<file path="src/rtl/hazard_pkg.sv">
// Shared types and constants for the hazard/stall controller.
package hazard_pkg;

    typedef enum logic [1:0] {
        RUN    = 2'd0,
        BUBBLE = 2'd1,
        HALT   = 2'd2
    } state_e;

    localparam logic [1:0] SRC_NONE = 2'b00;
    localparam logic [1:0] SRC_R2   = 2'b11;
    localparam logic [1:0] SRC_R2R3 = 2'b10;

    localparam logic [3:0] REG_ZERO = 4'h0;

endpackage

</file>
<file path="src/rtl/sat_counter.sv">
// Saturating up-counter with synchronous reset and clear; clear wins over increment.
module sat_counter #(
    parameter int unsigned W = 16
) (
    input  logic         clk,
    input  logic         rst,
    input  logic         clr,
    input  logic         inc,
    output logic [W-1:0] count
);

    logic [W-1:0] count_q;

    always_ff @(posedge clk) begin
        if (rst || clr) begin
            count_q <= '0;
        end else if (inc && (count_q != {W{1'b1}})) begin
            count_q <= count_q + W'(1);
        end
    end

    assign count = count_q;

endmodule

</file>
<file path="src/rtl/hazard_stall_unit.sv">
// Load-use bubble insertion, memory-wait freeze and timeout halt for the vector ASIP pipeline.
module hazard_stall_unit
    import hazard_pkg::*;
#(
    parameter int unsigned LOAD_BUBBLES = 1,
    parameter int unsigned MEM_TIMEOUT  = 255,
    parameter int unsigned CNT_W        = 16
) (
    input  logic             clk,
    input  logic             rst,
    input  logic [3:0]       rs2_d,
    input  logic [3:0]       rs3_d,
    input  logic [1:0]       src_sel_d,
    input  logic [3:0]       dest_e,
    input  logic             load_e,
    input  logic             mem_req_m,
    input  logic             mem_ready,
    input  logic             cnt_clr,
    output logic             stall_f,
    output logic             stall_d,
    output logic             flush_e,
    output logic             stall_em,
    output logic             halted,
    output logic [CNT_W-1:0] stall_cycles
);

    localparam int unsigned WAIT_W = $clog2(MEM_TIMEOUT + 1);

    state_e            state_q, state_d;
    logic [1:0]        bub_q, bub_d;
    logic [WAIT_W-1:0] wait_q, wait_d;
    logic              hazard, mstall;

    assign hazard = load_e && (dest_e != REG_ZERO) &&
                    ((src_sel_d[1] && (rs2_d == dest_e)) ||
                     ((src_sel_d == SRC_R2R3) && (rs3_d == dest_e)));
    assign mstall = mem_req_m && !mem_ready;

    always_comb begin
        state_d  = state_q;
        bub_d    = bub_q;
        wait_d   = wait_q;
        stall_f  = 1'b0;
        stall_d  = 1'b0;
        flush_e  = 1'b0;
        stall_em = 1'b0;
        halted   = 1'b0;

        unique case (state_q)
            RUN: begin
                if (mstall) begin
                    stall_f  = 1'b1;
                    stall_d  = 1'b1;
                    stall_em = 1'b1;
                end else if (hazard) begin
                    stall_f = 1'b1;
                    stall_d = 1'b1;
                    flush_e = 1'b1;
                    if (LOAD_BUBBLES > 1) begin
                        state_d = BUBBLE;
                        bub_d   = 2'(LOAD_BUBBLES - 1);
                    end
                end
            end
            // EX holds a bubble here, so a fresh hazard cannot exist yet.
            BUBBLE: begin
                if (mstall) begin
                    stall_f  = 1'b1;
                    stall_d  = 1'b1;
                    stall_em = 1'b1;
                end else begin
                    stall_f = 1'b1;
                    stall_d = 1'b1;
                    flush_e = 1'b1;
                    bub_d   = bub_q - 2'd1;
                    if (bub_q == 2'd1) begin
                        state_d = RUN;
                    end
                end
            end
            HALT: begin
                stall_f  = 1'b1;
                stall_d  = 1'b1;
                stall_em = 1'b1;
                halted   = 1'b1;
            end
            default: state_d = RUN;
        endcase

        if (state_q != HALT) begin
            if (mstall) begin
                wait_d = wait_q + WAIT_W'(1);
                if (wait_q == WAIT_W'(MEM_TIMEOUT - 1)) begin
                    state_d = HALT;
                end
            end else begin
                wait_d = '0;
            end
        end
    end

    always_ff @(posedge clk) begin
        if (rst) begin
            state_q <= RUN;
            bub_q   <= 2'd0;
            wait_q  <= '0;
        end else begin
            state_q <= state_d;
            bub_q   <= bub_d;
            wait_q  <= wait_d;
        end
    end

    sat_counter #(
        .W (CNT_W)
    ) u_stall_cnt (
        .clk   (clk),
        .rst   (rst),
        .clr   (cnt_clr),
        .inc   (stall_f),
        .count (stall_cycles)
    );

endmodule

</file>
<file path="config.mk">
export PLATFORM = sky130hd
export DESIGN_NAME = hazard_stall_unit
export DESIGN_NICKNAME = d
export VERILOG_FILES = /design/src/rtl/hazard_pkg.sv /design/src/rtl/sat_counter.sv /design/src/rtl/hazard_stall_unit.sv
export SDC_FILE = /design/constraint.sdc
export NUM_CORES = 1
export LEC_CHECK = 0
export CORE_MARGIN = 4
export CORE_UTILIZATION = 50
export DETAILED_ROUTE_END_ITERATION = 8
export PLACE_DENSITY = 0.81
export SLEW_MARGIN = 20
export SYNTH_ARGS = -nofsm -noshare
export SYNTH_HDL_FRONTEND = slang
export SYNTH_SLANG_ARGS = --single-unit
</file>
<file path="constraint.sdc">
create_clock -name clk -period 2.6 [get_ports clk]
set_input_delay 0.52 -clock clk [delete_from_list [all_inputs] [get_ports clk]]
set_output_delay 0.52 -clock clk [all_outputs]
set_load 0.01 [all_outputs]
</file>
# Yosys cells after proc, flatten, opt, wreduce, memory -nomap -nowiden
# Cells that the tools add are included.
word_totals:
  regBits: 28
  word_cells: 48
  latchBits: 0
  input_bits: 20
  mem_count: 0
  output_inout_bits: 21
  mem_bits_ro: 0
  ramBits: 0
op_classes:
  n_addsub: 3
  magnitude_cmp: 0
  div: 0
  n_eq_ne: 9
  muxes: 16
  mul: 0
  n_bitwise: 1
  reduce_logical: 15
  n_shift: 0
ops:
  columns: ["cell", "count"]
  rows:
  - ["adder 16 x 1 -> 16 bit (second input constant)", 1]
  - ["!= test 16 bit (second input constant)", 1]
  - ["two-way mux 2 bit", 5]
  - ["adder 8 x 1 -> 8 bit (second input constant)", 1]
  - ["equality test 4 bit", 2]
  - ["equality test 8 bit (second input constant)", 1]
  - ["two-way mux 8 bit", 1]
  - ["logical AND 1 bit", 6]
  - ["two-way mux 1 bit", 6]
  - ["case mux 1 bit (2 select lines)", 3]
  - ["OR reduction 2 bit", 3]
  - ["equality test 2 x 1 -> 1 bit (second input constant)", 2]
  - ["equality test 2 bit (second input constant)", 2]
  - ["case mux 2 bit (2 select lines)", 1]
  - ["nonzero test 4 bit", 1]
  - ["zero test 2 bit", 1]
  - ["logical OR 1 bit", 2]
  - ["!= test 2 bit (second input constant)", 1]
  - ["AND reduction 2 bit", 1]
  - ["subtractor 2 x 1 -> 2 bit (second input constant)", 1]
  - ["zero test 1 bit", 1]
  - ["NOT 1 bit", 1]

# Logic depth before layout (Yosys ltp)
depth:
  ltp_word: 8
  mapped_depth: 8
  depth_no_buf: 7

# Cells and area by module
# A second synthesis with hierarchy kept.
unflattened:
  cells_unflattened: 186
  area_unflattened_um2: 1626.6
modules_own_cells:
  columns: ["mod", "cells_per_inst", "area_per_inst_um2", "n_inst", "seq_area_each_um2"]
  rows:
  - ["sat_counter", 95, 847.1, 1, 320.3]
  - ["hazard_stall_unit", 91, 779.5, 1, 240.2]

# Least setup slack after synthesis
# Ideal clock, no wire load.
synth_path:
  path_kind: "input to output"
  start: "input dest_e[0]"
  end: "output stall_f"
  setup_slack_ns: 0.202
  arrival_ns: 1.878
  stages: 5
  required_time_ns: 2.080
  path_buffers: 1
  path_cell_list: "or4_4 > a221oi_4 > or2_2 > nor2_1 > buf_4"
synth_between:
  elab_chain_len: 7
  elab_cells_between_ends: 11
  cone_classes: "2 x eq/ne; 3 x mux; 6 x reduce/logical"
synth_rtl:
  columns: ["element", "line_no", "rtl"]
  rows:
  - ["start: declaration", "hazard_stall_unit.sv:14", "input logic [3:0] dest_e,"]
  - ["equality test 4 bit, on equally long branches", "hazard_stall_unit.sv:35, hazard_stall_unit.sv:36", null]
  - ["logical AND 1 bit, on equally long branches", "hazard_stall_unit.sv:35, hazard_stall_unit.sv:36", null]
  - ["logical OR 1 bit", "hazard_stall_unit.sv:35", "((src_sel_d[1] && (rs2_d == dest_e)) ||"]
  - ["logical AND 1 bit *", "hazard_stall_unit.sv:34", "assign hazard = load_e && (dest_e != REG_ZERO) &&"]
  - ["two-way mux 1 bit * (2 in a row)", null, null]
  - ["case mux 1 bit (2 select lines) *", null, null]
  - ["end: declaration", "hazard_stall_unit.sv:19", "output logic stall_f,"]
# Mark *: on every way between the ends. The rest lies on a longest branch, timed or not.

# Worst setup path after layout
layout_path:
  start: "input dest_e[1]"
  end: "output stall_f"
layout_between:
  elab_chain_len: 7
  elab_cells_between_ends: 11
  cone_classes: "2 x eq/ne; 3 x mux; 6 x reduce/logical"
layout_rtl:
  columns: ["element", "line_no", "rtl"]
  rows:
  - ["equality test 4 bit, on equally long branches", "hazard_stall_unit.sv:35, hazard_stall_unit.sv:36", null]
  - ["logical AND 1 bit, on equally long branches", "hazard_stall_unit.sv:35, hazard_stall_unit.sv:36", null]
  - ["logical OR 1 bit", "hazard_stall_unit.sv:35", null]
  - ["logical AND 1 bit *", "hazard_stall_unit.sv:34", null]
  - ["two-way mux 1 bit *", "hazard_stall_unit.sv:55", "end else if (hazard) begin"]
  - ["two-way mux 1 bit *", "hazard_stall_unit.sv:51", "if (mstall) begin"]
  - ["case mux 1 bit (2 select lines) *", "hazard_stall_unit.sv:49", "unique case (state_q)"]
# Marks and branches as above.

==> flow_results.xml <==
<?xml version="1.0" encoding="UTF-8"?>
<metrics>
  <group name="yosys">
    <metric name="synth.most_common_cell" unit="">sky130_fd_sc_hd__dfxtp_1</metric>
    <metric name="synth_top_area_cell" unit="">sky130_fd_sc_hd__dfxtp_1</metric>
    <metric name="post_synthesis_sequential_area_ratio" unit="">0.317</metric>
    <metric name="asyncSetResetFlopFracSynth" unit="">0</metric>
    <metric name="number_of_nets_in_the_synthesized_netlist" unit="">247</metric>
    <metric name="synth.yosys.warnings" unit="">0</metric>
    <metric name="post_synth_inst_count" unit="">218</metric>
    <metric name="syn_area_per_cell" unit="um^2">8.11</metric>
    <metric name="netlist_top_cells_area" unit="">sky130_fd_sc_hd__dfxtp_1 (32%), sky130_fd_sc_hd__ha_1 (6.4%), sky130_fd_sc_hd__nand2_1 (5.3%)</metric>
    <metric name="synth_top_area_frac" unit="">0.317</metric>
    <metric name="ys_ff_latch" unit="">28</metric>
    <metric name="synth_flop_type" unit="">sky130_fd_sc_hd__dfxtp_1</metric>
    <metric name="cell_area_synth" unit="mm^2">0.00177</metric>
    <metric name="most_frequent_cells_after_synthesis" unit="">sky130_fd_sc_hd__dfxtp_1 (28), sky130_fd_sc_hd__nand2_1 (25), sky130_fd_sc_hd__nor2_1 (25), sky130_fd_sc_hd__a21oi_1 (13), sky130_fd_sc_hd__nand3_1 (11)</metric>
    <metric name="synth_cell_types" unit="">41</metric>
    <metric name="synth-edff-count" unit="">0</metric>
  </group>
  <group name="setup_path">
    <metric name="path_class" unit="">primary input to output pin</metric>
    <metric name="flop_to_flop_setup_slack" unit="ns">0.26</metric>
    <metric name="path_cells" unit="">dlygate4sd2_1, or4_4, a221oi_4, or2_4, nor2_1, buf_2</metric>
    <metric name="start_kind" unit="">primary input</metric>
    <metric name="crit-reg2reg-launch" unit="">state_q[0]</metric>
    <metric name="worstPathMaxFanout" unit="">3</metric>
    <metric name="ff2ff_path_depth" unit="">9</metric>
    <metric name="timing.critical_path.slowest_stage_cell" unit="">sky130_fd_sc_hd__or4_4</metric>
    <metric name="critical-path-top-delay-family" unit="">simple AND/OR/NAND/NOR gates</metric>
    <metric name="crit_arrival" unit="ns">2.01</metric>
    <metric name="timing.critical_path.buf_inv" unit="">2</metric>
    <metric name="cp-end-kind" unit="">output pin</metric>
    <metric name="crit-reg2reg-capture" unit="">u_stall_cnt.count[2]</metric>
    <metric name="max_stage_delay" unit="ns">0.55</metric>
    <metric name="cp.required" unit="ns">2.08</metric>
  </group>
  <group name="routing">
    <metric name="detailroute.wirelength.met3" unit="um">294</metric>
    <metric name="detail_route.wl_per_cell" unit="um">13.7</metric>
    <metric name="drc" unit="">0</metric>
    <metric name="detailedRoute.firstIterationViolations" unit="">122</metric>
    <metric name="number_of_detailed_route_iterations_in_the_first_pass" unit="">4</metric>
    <metric name="top_signal_layer_used" unit="">met4</metric>
    <metric name="ant_nets" unit="">0</metric>
    <metric name="route.met2.wl" unit="mm">2.01</metric>
    <metric name="postRouteWirelength" unit="mm">4.34</metric>
    <metric name="wl_met1" unit="mm">1.97</metric>
    <metric name="via_count" unit="">1834</metric>
    <metric name="post_drt_via_cell_ratio" unit="">5.80</metric>
  </group>
  <group name="sta">
    <metric name="holdWs" unit="ns">0.492</metric>
    <metric name="maxSlewHeadroom" unit="">0.533</metric>
    <metric name="final_max_slew_viol_count" unit="">0</metric>
    <metric name="rsz0062_at_grt" unit="">no</metric>
    <metric name="worst_slew_pin_slew" unit="ns">0.697</metric>
    <metric name="finalClockSkew" unit="ns">0.0126</metric>
    <metric name="timing.final.hold_violations" unit="">0</metric>
    <metric name="fmax" unit="GHz">0.396</metric>
    <metric name="setup_viol_count_final" unit="">0</metric>
    <metric name="post_route_clock_period_utilization" unit="">0.971</metric>
    <metric name="setup_total_negative_slack" unit="ns">0</metric>
    <metric name="final_critical_path_setup_slack" unit="ns">0.0744</metric>
    <metric name="final.min_clock_period" unit="ns">2.53</metric>
  </group>
  <group name="place">
    <metric name="hpwl" unit="mm">3.30</metric>
    <metric name="gp_congestion" unit="">0.803</metric>
    <metric name="buffer_ports.inserted" unit="">40</metric>
    <metric name="dp_slack" unit="ns">-0.476</metric>
    <metric name="numPlacedInstances" unit="">309</metric>
  </group>
  <group name="min_path">
    <metric name="timing.hold.worst_path_depth" unit="">2</metric>
    <metric name="hold_path.startpoint" unit="">bub_q[1]</metric>
    <metric name="whs_endpoint" unit="">bub_q[1]</metric>
    <metric name="worstHoldPathType" unit="">flip-flop to flip-flop</metric>
  </group>
  <group name="cts">
    <metric name="worst_skew_pair.late_latency" unit="ns">0.33</metric>
    <metric name="worst_setup_hold_path_clk_slew" unit="ns">0.14</metric>
    <metric name="cts_buffers" unit="">3</metric>
    <metric name="clock_sinks" unit="">28</metric>
    <metric name="deepest_clock_path_buffer_count" unit="">2</metric>
    <metric name="root_driver" unit="">sky130_fd_sc_hd__clkbuf_4</metric>
    <metric name="cts_tree" unit="">yes</metric>
    <metric name="htreeDepth" unit="">1</metric>
  </group>
  <group name="floorplan">
    <metric name="die_area" unit="mm^2">0.00455</metric>
    <metric name="die_width" unit="um">67.5</metric>
    <metric name="placeableCoreArea" unit="mm^2">0.00336</metric>
    <metric name="top_level_ports" unit="">41</metric>
    <metric name="floorplan.rows" unit="">21</metric>
    <metric name="die_h" unit="um">67.5</metric>
    <metric name="initial_core_utilization" unit="">0.526</metric>
  </group>
  <group name="finish">
    <metric name="drive_gt1_frac" unit="">0.152</metric>
    <metric name="num_antenna_cells" unit="">0</metric>
    <metric name="area.sequential" unit="um^2">561</metric>
    <metric name="final.fill_count" unit="">289</metric>
    <metric name="multi_input_area" unit="mm^2">0.00114</metric>
    <metric name="finalNonFillerCells" unit="">316</metric>
    <metric name="layout.nets" unit="">300</metric>
    <metric name="syn_to_final_growth" unit="%">32.8</metric>
  </group>
  <group name="grt">
    <metric name="global_route_wire_length_before_repair" unit="mm">7.39</metric>
    <metric name="pin_count_of_the_biggest_net_entering_global_routing" unit="">28</metric>
    <metric name="globalRouteOverflowTotal" unit="">0</metric>
    <metric name="grt_util_all_layers" unit="">0.204</metric>
    <metric name="antenna_found_initial" unit="">0</metric>
    <metric name="first_global_vias" unit="">1713</metric>
  </group>
  <group name="pwr">
    <metric name="vdd_drop_max" unit="mV">0.247</metric>
    <metric name="p_per_area" unit="mW/mm^2">337</metric>
    <metric name="leakagePower" unit="nW">0.923</metric>
  </group>
  <group name="run_status">
    <metric name="outcome" unit="">finished clean</metric>
  </group>
  <group name="job">
    <metric name="drv.max_cap_violation_count" unit="">0</metric>
  </group>
</metrics>
[report_power, final]
group	leakage [nW]	internal, mW	switching, mW
registers	0.226	0.431	0.00167
logic	0.676	0.0762	0.0698
clock network	0.0210	0.0857	0.127
total	0.923	0.593	0.198
[repair_timing]
item	CTS	global route
setup buffers	3	0
hold buffers	0	0
gates resized for setup	15	0
setup endpoints to repair	3	0
[area by class of cell]
type | count | area share
Tap cell | 46 | 0.0245
Sequential cell | 28 | 0.239
Inverter | 6 | 0.00959
Clock buffer | 4 | 0.0155
Multi-Input combinational cell | 174 | 0.485
Timing Repair Buffer | 58 | 0.227
[sequential cells by signal (all words and copies together), names as in the netlist]
signal	count
wait_q	8
bub_q	2
state_q	2
u_stall_cnt.count	16
[kinds of logic (layout without fill, tap and decap cells)]
kind of cell | after synthesis | count (layout) | synth area share
fa+ha+maj | 9 | 9 | 0.0637
flops | 28 | 28 | 0.317
compound gates | 41 | 41 | 0.176
xor+xnor | 13 | 13 | 0.0644
mux | 4 | 4 | 0.0226
simple gates | 107 | 107 | 0.316
buf+inv | 16 | 68 | 0.0403
[per-stage QoR]
stage	instance area [um^2]	power [mW]	utilization
after global routing	2350	0.823	0.698
after global placement	2300	0.581	0.685
after floorplan	1770	0.511	-
final	2350	0.791	0.698
after CTS	2350	0.799	0.698
after detailed placement	2300	0.584	0.685
[placed cells by master, fill, tap and decap left out, types with 2 or more instances in the layout]
master / instances
sky130_fd_sc_hd__o21ai_0: 3
sky130_fd_sc_hd__a31o_2: 8
sky130_fd_sc_hd__a211oi_1: 2
sky130_fd_sc_hd__nor4_1: 9
sky130_fd_sc_hd__buf_4: 17
sky130_fd_sc_hd__nand4_1: 9
sky130_fd_sc_hd__and3_1: 2
sky130_fd_sc_hd__inv_1: 6
sky130_fd_sc_hd__nor2b_1: 3
sky130_fd_sc_hd__or2_2: 2
sky130_fd_sc_hd__dlygate4sd2_1: 5
sky130_fd_sc_hd__dfxtp_1: 28
sky130_fd_sc_hd__xnor2_1: 9
sky130_fd_sc_hd__a21oi_1: 13
sky130_fd_sc_hd__or3_1: 9
sky130_fd_sc_hd__nand2b_1: 2
sky130_fd_sc_hd__xor2_1: 4
sky130_fd_sc_hd__a31oi_1: 4
sky130_fd_sc_hd__ha_1: 9
sky130_fd_sc_hd__nand2_1: 25
sky130_fd_sc_hd__buf_2: 2
sky130_fd_sc_hd__nand3_1: 11
sky130_fd_sc_hd__mux2i_1: 4
sky130_fd_sc_hd__clkdlybuf4s50_1: 33
sky130_fd_sc_hd__nor2_1: 25
sky130_fd_sc_hd__a41o_1: 3
sky130_fd_sc_hd__clkbuf_4: 3
sky130_fd_sc_hd__nor3_1: 2
[worst reg2reg max path, delay by kind of cell, from the launching register on]
| family | cells | cell delay [ns] |
|---|---|---|
| AND/OR/NAND/NOR | 2 | 0.80 |
| AO/OA/AOI/OAI | 3 | 0.50 |
| buffers and inverters | 3 | 0.42 |
| flip-flops | 1 | 0.37 |
| adder cells (fa/ha/maj) | 1 | 0.18 |
[per-layer routing]
| metal | global-route usage | up-vias |
|---|---|---|
| met2 | 0.348 | 59 |
| met1 | 0.264 | 858 |
| met4 | 0.0582 | 0 |
| met5 | 0 | - |
| li1 | - | 911 |
| met3 | 0.0349 | 6 |
[worst max path at each step]
stage,startpoint,end,slack (ns),depth (start not counted)
final,dest_e[1],stall_f,0.07,6
after CTS,dest_e[1],stall_f,0.07,6
after floorplan,dest_e[0],stall_f,0.20,5
after global placement,dest_e[1],stall_f,-0.43,6
after detailed placement,dest_e[1],stall_f,-0.48,6
after global routing,dest_e[1],stall_f,0.03,6
(Power assumes the default switching activity.)
